[src/rtl/bt_cmd_pkg.sv]
// Shared opcode constants and UART receiver state encoding for the Bluetooth command front end.
package bt_cmd_pkg;

  localparam logic [7:0] OP_NEXT     = 8'h01;
  localparam logic [7:0] OP_PREV     = 8'h02;
  localparam logic [7:0] OP_VOL_UP   = 8'h03;
  localparam logic [7:0] OP_VOL_DN   = 8'h04;
  localparam logic [7:0] OP_VOL_RST  = 8'h05;
  localparam logic [7:0] OP_SEL_BASE = 8'h10;

  typedef enum logic [2:0] {
    RX_IDLE      = 3'd0,
    RX_START     = 3'd1,
    RX_DATA      = 3'd2,
    RX_STOP      = 3'd3,
    RX_WAIT_IDLE = 3'd4
  } rx_state_t;

endpackage

[src/rtl/uart_rx_core.sv]
// 8N1 UART receiver: 2-flop synchroniser, baud counter, and framing FSM producing a
// one-cycle byte strobe or frame-error pulse.
module uart_rx_core
  import bt_cmd_pkg::*;
#(
  parameter int CLKS_PER_BIT = 10416
) (
  input  logic       clk,
  input  logic       rst_n,
  input  logic       rxd,
  output logic [7:0] rx_byte,
  output logic       rx_strobe,
  output logic       rx_frame_err
);

  localparam int CNT_W = $clog2(CLKS_PER_BIT + 1);
  localparam logic [CNT_W-1:0] CNT_FULL = CNT_W'(CLKS_PER_BIT - 1);
  localparam logic [CNT_W-1:0] CNT_HALF = CNT_W'(CLKS_PER_BIT / 2 - 1);

  logic [1:0]       sync_reg;
  rx_state_t        state_reg, state_next;
  logic [CNT_W-1:0] cnt_reg, cnt_next;
  logic [2:0]       bit_idx_reg, bit_idx_next;
  logic [7:0]       shift_reg, shift_next;
  logic             rxd_s;

  assign rxd_s   = sync_reg[1];
  assign rx_byte = shift_reg;

  // Synchroniser resets to the idle-high level so reset never looks like a start bit.
  always_ff @(posedge clk) begin
    if (!rst_n) begin
      sync_reg    <= 2'b11;
      state_reg   <= RX_IDLE;
      cnt_reg     <= '0;
      bit_idx_reg <= '0;
      shift_reg   <= '0;
    end else begin
      sync_reg    <= {sync_reg[0], rxd};
      state_reg   <= state_next;
      cnt_reg     <= cnt_next;
      bit_idx_reg <= bit_idx_next;
      shift_reg   <= shift_next;
    end
  end

  always_comb begin
    state_next   = state_reg;
    cnt_next     = cnt_reg;
    bit_idx_next = bit_idx_reg;
    shift_next   = shift_reg;
    rx_strobe    = 1'b0;
    rx_frame_err = 1'b0;
    case (state_reg)
      RX_IDLE: begin
        cnt_next     = '0;
        bit_idx_next = '0;
        if (!rxd_s) state_next = RX_START;
      end
      RX_START: begin
        if (cnt_reg == CNT_HALF) begin
          cnt_next   = '0;
          state_next = rxd_s ? RX_IDLE : RX_DATA;
        end else begin
          cnt_next = cnt_reg + CNT_W'(1);
        end
      end
      RX_DATA: begin
        if (cnt_reg == CNT_FULL) begin
          cnt_next     = '0;
          shift_next   = {rxd_s, shift_reg[7:1]};
          bit_idx_next = bit_idx_reg + 3'd1;
          if (bit_idx_reg == 3'd7) state_next = RX_STOP;
        end else begin
          cnt_next = cnt_reg + CNT_W'(1);
        end
      end
      RX_STOP: begin
        if (cnt_reg == CNT_FULL) begin
          cnt_next = '0;
          if (rxd_s) begin
            rx_strobe  = 1'b1;
            state_next = RX_IDLE;
          end else begin
            rx_frame_err = 1'b1;
            state_next   = RX_WAIT_IDLE;
          end
        end else begin
          cnt_next = cnt_reg + CNT_W'(1);
        end
      end
      RX_WAIT_IDLE: begin
        if (rxd_s) state_next = RX_IDLE;
      end
      default: state_next = RX_IDLE;
    endcase
  end

endmodule

[src/rtl/bt_uart_cmd.sv]
// Bluetooth remote command decoder: UART bytes -> SCI_VOL volume word and song index.
// Optional BT_DIRECT_SEL_EN enables direct song select opcodes 8'h10..8'h17.
module bt_uart_cmd
  import bt_cmd_pkg::*;
#(
  parameter int         CLK_HZ    = 100_000_000,
  parameter int         BAUD      = 9600,
  parameter int         NUM_SONGS = 5,
  parameter logic [7:0] VOL_INIT  = 8'h20,
  parameter logic [7:0] VOL_STEP  = 8'h08,
  parameter logic [7:0] VOL_MAX   = 8'hF0
) (
  input  logic        CLK,
  input  logic        RST,
  input  logic        RXD,
  output logic [15:0] vol,
  output logic [2:0]  CURRENT,
  output logic        cmd_valid,
  output logic        frame_err
);

  localparam int         CLKS_PER_BIT = CLK_HZ / BAUD;
  localparam logic [2:0] LAST_SONG    = 3'(NUM_SONGS - 1);

  logic [7:0] rx_byte;
  logic       rx_strobe, rx_frame_err;
  logic [7:0] att_reg, att_next;
  logic [2:0] current_reg, current_next;
  logic       cmd_valid_reg, cmd_valid_next;
  logic       frame_err_reg;
  logic [8:0] att_up9, att_dn9;

  uart_rx_core #(
    .CLKS_PER_BIT(CLKS_PER_BIT)
  ) u_rx (
    .clk         (CLK),
    .rst_n       (RST),
    .rxd         (RXD),
    .rx_byte     (rx_byte),
    .rx_strobe   (rx_strobe),
    .rx_frame_err(rx_frame_err)
  );

  // Bit 8 of the subtraction is the borrow, i.e. att < VOL_STEP.
  assign att_up9 = {1'b0, att_reg} - {1'b0, VOL_STEP};
  assign att_dn9 = {1'b0, att_reg} + {1'b0, VOL_STEP};

  always_comb begin
    att_next       = att_reg;
    current_next   = current_reg;
    cmd_valid_next = 1'b0;
    if (rx_strobe) begin
      cmd_valid_next = 1'b1;
      case (rx_byte)
        OP_NEXT:    current_next = (current_reg == LAST_SONG) ? 3'd0 : current_reg + 3'd1;
        OP_PREV:    current_next = (current_reg == 3'd0) ? LAST_SONG : current_reg - 3'd1;
        OP_VOL_UP:  att_next = att_up9[8] ? 8'h00 : att_up9[7:0];
        OP_VOL_DN:  att_next = (att_dn9 > {1'b0, VOL_MAX}) ? VOL_MAX : att_dn9[7:0];
        OP_VOL_RST: att_next = VOL_INIT;
        default: begin
          cmd_valid_next = 1'b0;
`ifdef BT_DIRECT_SEL_EN
          if (rx_byte[7:3] == OP_SEL_BASE[7:3] && int'(rx_byte[2:0]) < NUM_SONGS) begin
            current_next   = rx_byte[2:0];
            cmd_valid_next = 1'b1;
          end
`endif
        end
      endcase
    end
  end

  always_ff @(posedge CLK) begin
    if (!RST) begin
      att_reg       <= VOL_INIT;
      current_reg   <= 3'd0;
      cmd_valid_reg <= 1'b0;
      frame_err_reg <= 1'b0;
    end else begin
      att_reg       <= att_next;
      current_reg   <= current_next;
      cmd_valid_reg <= cmd_valid_next;
      frame_err_reg <= rx_frame_err;
    end
  end

  // Same attenuation byte on left and right channels.
  genvar gi;
  generate
    for (gi = 0; gi < 2; gi++) begin : g_vol_chan
      assign vol[gi*8 +: 8] = att_reg;
    end
  endgenerate

  assign CURRENT   = current_reg;
  assign cmd_valid = cmd_valid_reg;
  assign frame_err = frame_err_reg;

endmodule

[config.mk]
export PLATFORM = sky130hd
export DESIGN_NAME = bt_uart_cmd
export DESIGN_NICKNAME = d
export VERILOG_FILES = /design/src/rtl/bt_cmd_pkg.sv /design/src/rtl/uart_rx_core.sv /design/src/rtl/bt_uart_cmd.sv
export SDC_FILE = /design/constraint.sdc
export NUM_CORES = 1
export LEC_CHECK = 0
export CELL_PAD_IN_SITES_DETAIL_PLACEMENT = 2
export CELL_PAD_IN_SITES_GLOBAL_PLACEMENT = 2
export CORE_MARGIN = 2
export CORE_UTILIZATION = 31
export CTS_CLUSTER_DIAMETER = 50
export DETAILED_ROUTE_END_ITERATION = 8
export GPL_TIMING_DRIVEN = 1
export PLACE_DENSITY_LB_ADDON = 0.1
export SKIP_LAST_GASP = 1
export SYNTH_ARGS = -nofsm -noshare
export SYNTH_HDL_FRONTEND = slang
export SYNTH_SLANG_ARGS = --single-unit
[constraint.sdc]
create_clock -name CLK -period 2.35 [get_ports CLK]
set_input_delay 0.3525 -clock CLK [delete_from_list [all_inputs] [get_ports CLK]]
set_output_delay 0.3525 -clock CLK [all_outputs]
set_load 0.01 [all_outputs]
## Word level (Yosys, flattened, before mapping)

Cells that the tools add are included.

- Output and inout bits: 21
- Flip-flop bits (word level): 43
- Logic and storage cells: 75

- Multiplexer cells: 25
- Equality and inequality tests: 19
- $lt $le $gt $ge: 1
- Add/subtract/negate cells: 6
- Reduce and logical (&&, ||, !) cells: 15

Operator list:

| operator | number |
|---|---|
| $pmux 14 s3 | 1 |
| $mux 3 | 10 |
| $mux 14 | 2 |
| $pmux 8 s3 | 1 |
| $eq 8x2->1 const B | 2 |
| $eq 8x3->1 const B | 2 |
| $mux 8 | 2 |
| $pmux 3 s5 | 1 |
| $add 14x1->14 const B | 1 |
| $eq 14x13->1 const B | 1 |
| $eq 14x14->1 const B | 1 |
| $pmux 3 s2 | 2 |
| $ne 2x1->1 const B | 5 |
| $reduce_and 2->1 | 5 |
| $add 8x4->9 const B | 1 |
| $eq 3x3->1 const B | 3 |
| $gt 9x8->1 const B | 1 |
| $sub 8x4->9 const B | 1 |
| $eq 8x1->1 const B | 1 |
| $add 3x1->3 const B | 2 |
| $eq 3x2->1 const B | 2 |
| $logic_not 3->1 | 2 |
| $reduce_and 6->1 | 1 |
| $reduce_bool 3->1 | 2 |
| 9 further kinds | 14 |

## Logic depth before layout (Yosys ltp)

- Depth in word-level cells: 4
- Depth in mapped cells: 8

## Cells and area by module

Synthesis repeated with hierarchy kept, for this count alone.

- Cell total of the unflattened synthesis: 292
- Area, all modules: 2458.6 µm²

Modules (own cells, without submodules):

| module | sequential area each (µm²) | cells an instance | area each (µm²) | instances |
|---|---|---|---|---|
| uart_rx_core | 600.6 | 180 | 1526.5 | 1 |
| bt_uart_cmd | 200.2 | 112 | 932.1 | 1 |

## Least setup slack after synthesis

No wires, ideal clock.

- Kind: register -> register
- Start: reg u_rx.cnt_reg[4]
- End: reg u_rx.cnt_reg[6]
- Arrival time: 2073 ps
- Cell stages (with the launch flop): 7
- Setup time: 117 ps
- Period minus slack after synthesis: 2191 ps
- Setup slack: 159 ps
- Path through: dfxtp_1 > or4b_4 > or4_4 > a32o_1 > buf_6 > buf_6 > a32o_1

- Word-level cells in the longest chain between the ends: 3
- Elaborated cells on any way between the ends: 6
- Classes of those cells: add/sub: 1; eq/ne: 2; mux: 3

RTL lines:

| element | RTL line | text |
|---|---|---|
| from (decl) | uart_rx_core.sv:22 | `logic [CNT_W-1:0] cnt_reg, cnt_next;` |
| from (signal assigned) | uart_rx_core.sv:41 | `cnt_reg <= cnt_next;` |
| $add 14x1->14 (tied with other cells) | uart_rx_core.sv:65, uart_rx_core.sv:75, uart_rx_core.sv:89 |  |
| $mux 14 (on tied branches) | uart_rx_core.sv:69, uart_rx_core.sv:79, uart_rx_core.sv:61 |  |
| $pmux 14 s3 (*) | uart_rx_core.sv:54 | `case (state_reg)` |

Mark *: on every way between the ends. The rest lies on a longest branch, timed or not.
A chain may end at the register's enable or synchronous reset.

## Final worst setup path

- Start: reg u_rx.shift_reg[3] (netlist: u_rx.rx_byte[3])
- End: reg current_reg[0] (netlist: CURRENT[0])

- Word-level cells in the longest chain between the ends: 3
- Elaborated cells on any way between the ends: 5
- Classes of those cells: eq/ne: 2; mux: 1; reduce/logical: 2

RTL lines:

| element | RTL line | text |
|---|---|---|
| from (decl) | uart_rx_core.sv:24 | `logic [7:0] shift_reg, shift_next;` |
| from (signal assigned) | uart_rx_core.sv:43 | `shift_reg <= shift_next;` |
| $eq 8x2->1 / $eq 8x1->1 (equally long branches) | bt_uart_cmd.sv:54 | `case (rx_byte)` |
| $reduce_bool 2->1 (no source line) | - |  |
| $reduce_and 2->1 (no source line) | - |  |
| to (signal assigned) | bt_uart_cmd.sv:81 | `current_reg <= current_next;` |
| to (decl) | bt_uart_cmd.sv:28 | `logic [2:0] current_reg, current_next;` |

Several ways; a longest one is shown, not always the timed one.

==> results.md <==
* CP Capture Type: flip-flop
* Vias per inst at 5.259
* Number of synthesized flops with an enable pin at 0
* Min Tclk post-route at 2303 ps
* First-pass GRT wire length at around 11000 µm
* Power Internal at 944.0 µW
* Initial Util at 0.3200
* Crit path launch: u_rx.rx_byte[3]$_SDFFE_PN0P_
* Data arrival time of the critical path at around 2500 ps
* Final HPWL DP at about 4600 µm
* Top cell type's share of synthesized area at 0.3469
* Final core utilization at 0.3812
* CP top delay family: simple AND/OR/NAND/NOR gates
* Max reg flops at 14
* I/O Pins at 24
* Remaining DRCs at 0
* Sequential power share at 0.540
* Hold Crit Class: flip-flop to flip-flop
* Antenna diode instance count at 0
* Post-synth ARST share at 0
* Die extent in y at approximately 90 µm
* Min-Delay Startpoint: u_rx.sync_reg[0]$_SDFF_PN1_
* Layout net count at between 300 and 400
* Lkg Pwr at approximately 0.001 µW
* DRT Wirelength at between 6000 and 7000 µm
* Worst clock skew at 11.03 ps
* WL/cell at 15.74 µm
* Final hold slack at between 400 and 500 ps
* Die area at ~8000 µm²
* Cts hold-fix bufs at 0
* Startpoint types: flip-flop
* Power Density at approximately 480 nW/µm²
* Worst path slowest cell: or4_1
* Tcrit/Tclk final at 0.9801
* Critical-path cell list: or4_1 > nor3_1 > buf_4 > mux2_2 > or3_1 > a21oi_1
* Synthesis-to-layout area growth at 19.13%
* RSZ-0062 raised after global routing: yes
* Slowest stage delay, CP at 600 ps
* Initial antenna violation count at 0
* Main area contributors after synthesis: dfxtp_1 (35%), mux2i_1 (5.6%), ha_1 (4.9%)
* Synth unique cells at between 50 and 60
* Vias in the first global route at 2116
* Layout cell share with drive strength beyond 1 at 0.1320
* Synthesized cell area at 2308 µm²
* Num CTS Buffers at 5
* Predominant post-synthesis flop cell: dfxtp_1
* H-tree depth at 2
* # rows at 31
* Largest net degree at the start of global routing at 24
* Max Root-Sink Buffers at 2
* Clock group share of total power at 0.353
* Die width at between 90 and 100 µm
* # clock sinks at 40
* Max-Cap Viols at 0
* Synthesized instance count at 277
* Buffers on Ports at 17
* Routed Antenna Nets at 0
* CTS root buffer: clkbuf_8
* Final Hold Fails at 0
* F_max at 434.2 MHz
* CP max FO at 4
* Combinational share of power at 0.107
* CTS tree: built
* Area leader, netlist: dfxtp_1
* Sw frac at 0.2817
* Yosys warning count at 0
* Commonest non-fill, non-tap cell in the layout: dfxtp_1
* Number of fill cells at approximately 850
* Worst skew pair latency at approximately 300 ps
* Global route total overflow at 0
* Syn avg cell area at roughly 8.3 µm²
* Iteration-0 DRC Markers at 62
* Req. time, crit path at around 2600 ps
* CP bufs+invs at 1
* Sequential area share after synthesis at 0.3469
* Critical Setup Path Class: flip-flop to flip-flop
* First-pass DRT Iterations at 4
* Routability-driven placement congestion ratio at 0.7643
* Most frequent cells in the layout: dfxtp_1 (40), nor2_1 (26), nand2_1 (25)
* Status: complete, no violations
* GRT Total Usage at 0.1568
* Slew Limit Fails at 0
* Worst-path clk slew at 90 ps
* VDD IR max at 0.2776 mV
* Endpoints failing setup at 0
* Reg2reg start: u_rx.rx_byte[3]$_SDFFE_PN0P_
* Slew @ Worst Pin at roughly 530 ps
* FF+latch count, synth at 40
* Via count at about 2100
* P_sw at 370.2 µW
* Setup TNS Final at 0 ps
* Core Box Area at 7214 µm²
* Slew margin rel. at 0.6464
[synth_stat cells, types with 4 or more instances]
| library cell | count |
|---|---|
| clkbuf_1 | 11 |
| inv_1 | 9 |
| ha_1 | 9 |
| a211oi_1 | 6 |
| or3_1 | 4 |
| nand3_1 | 18 |
| o21ai_0 | 8 |
| o22ai_1 | 4 |
| nor2_1 | 26 |
| a31oi_1 | 9 |
| buf_4 | 11 |
| mux2i_1 | 13 |
| xnor2_1 | 4 |
| dfxtp_1 | 40 |
| and3_1 | 4 |
| nand2b_1 | 5 |
| nor4_1 | 4 |
| nor3_1 | 10 |
| nand2_1 | 25 |
| a21oi_1 | 5 |
[metrics by stage]
stage	instance area [µm²]	worst slack (ps)	power (µW)	std cells
after floorplan	2327	159.2	841.7	282
after detailed placement	2638	-11.61	862.9	393
final	2750	46.77	1314	402
after global routing	2750	-68.31	1389	402
after global placement	2638	30.22	859.5	393
after CTS	2720	56.84	1333	400
[layer usage]
metal	vias up	track usage	wire length, µm
li1	1038	-	-
met1	1051	0.2059	3024
met2	21	0.2669	3102
met3	4	0.02588	150
met4	0	0.04231	48
met5	-	0	0
[worst paths after layout]
| kind | slack [ps] | cells after the start | endpoint |
|---|---|---|---|
| setup / recovery | 50 | 6 | CURRENT[0]$_SDFFE_PN0P_ |
| hold / removal | 420 | 1 | u_rx.sync_reg[1]$_SDFF_PN1_ |
| setup reg to reg | 50 | 6 | CURRENT[0]$_SDFFE_PN0P_ |
| hold reg to reg | 420 | 1 | u_rx.sync_reg[1]$_SDFF_PN1_ |
[worst register-to-register path, delay by kind of cell (launching register included)]
kind,cells,cell delay [ps]
muxes,1,320
and+or+nand+nor,3,1280
buffers and inverters,1,210
DFF,1,330
AOI/OAI and AO/OA,1,120
[repair_timing]
action,in CTS,in global routing
endpoints found under the setup margin,4,9
pin swaps,0,1
setup buffers,0,2
endpoints found under the hold margin,0,0
gates resized for setup,1,2
gates cloned,0,0
[layout make-up]
cell class,count,area [µm²],share of cell area
multi-input cells,206,1348,0.4900
flip-flops and latches,40,800.8,0.2912
repair buffers,41,362.8,0.1319
well taps,99,123.9,0.04504
clock buffers,5,68.82,0.02502
inverters,9,33.78,0.01228
clock inverters,2,12.51,0.004550
[power groups by stage]
| stage | Sequential (µW) | Clock (µW) | Combinational (µW) |
|---|---|---|---|
| after floorplan | 718 | 0 | 123 |
| after global placement | 723 | 0 | 136 |
| after detailed placement | 725 | 0 | 138 |
| after CTS | 709 | 484 | 140 |
| after global routing | 713 | 515 | 161 |
| final | 709 | 464 | 141 |
[logic make-up after synthesis]
kind of cell	after synthesis	share of synthesized area
buffers and inverters	36	0.08455
xor gates and xnor gates	7	0.02656
and+or+nand+nor	117	0.2699
adders and majority gates	9	0.04878
DFF	40	0.3469
other	1	0.001624
muxes	15	0.06612
AOI/OAI and AO/OA	52	0.1556
Note: power is estimated with default switching activity, not from simulation.
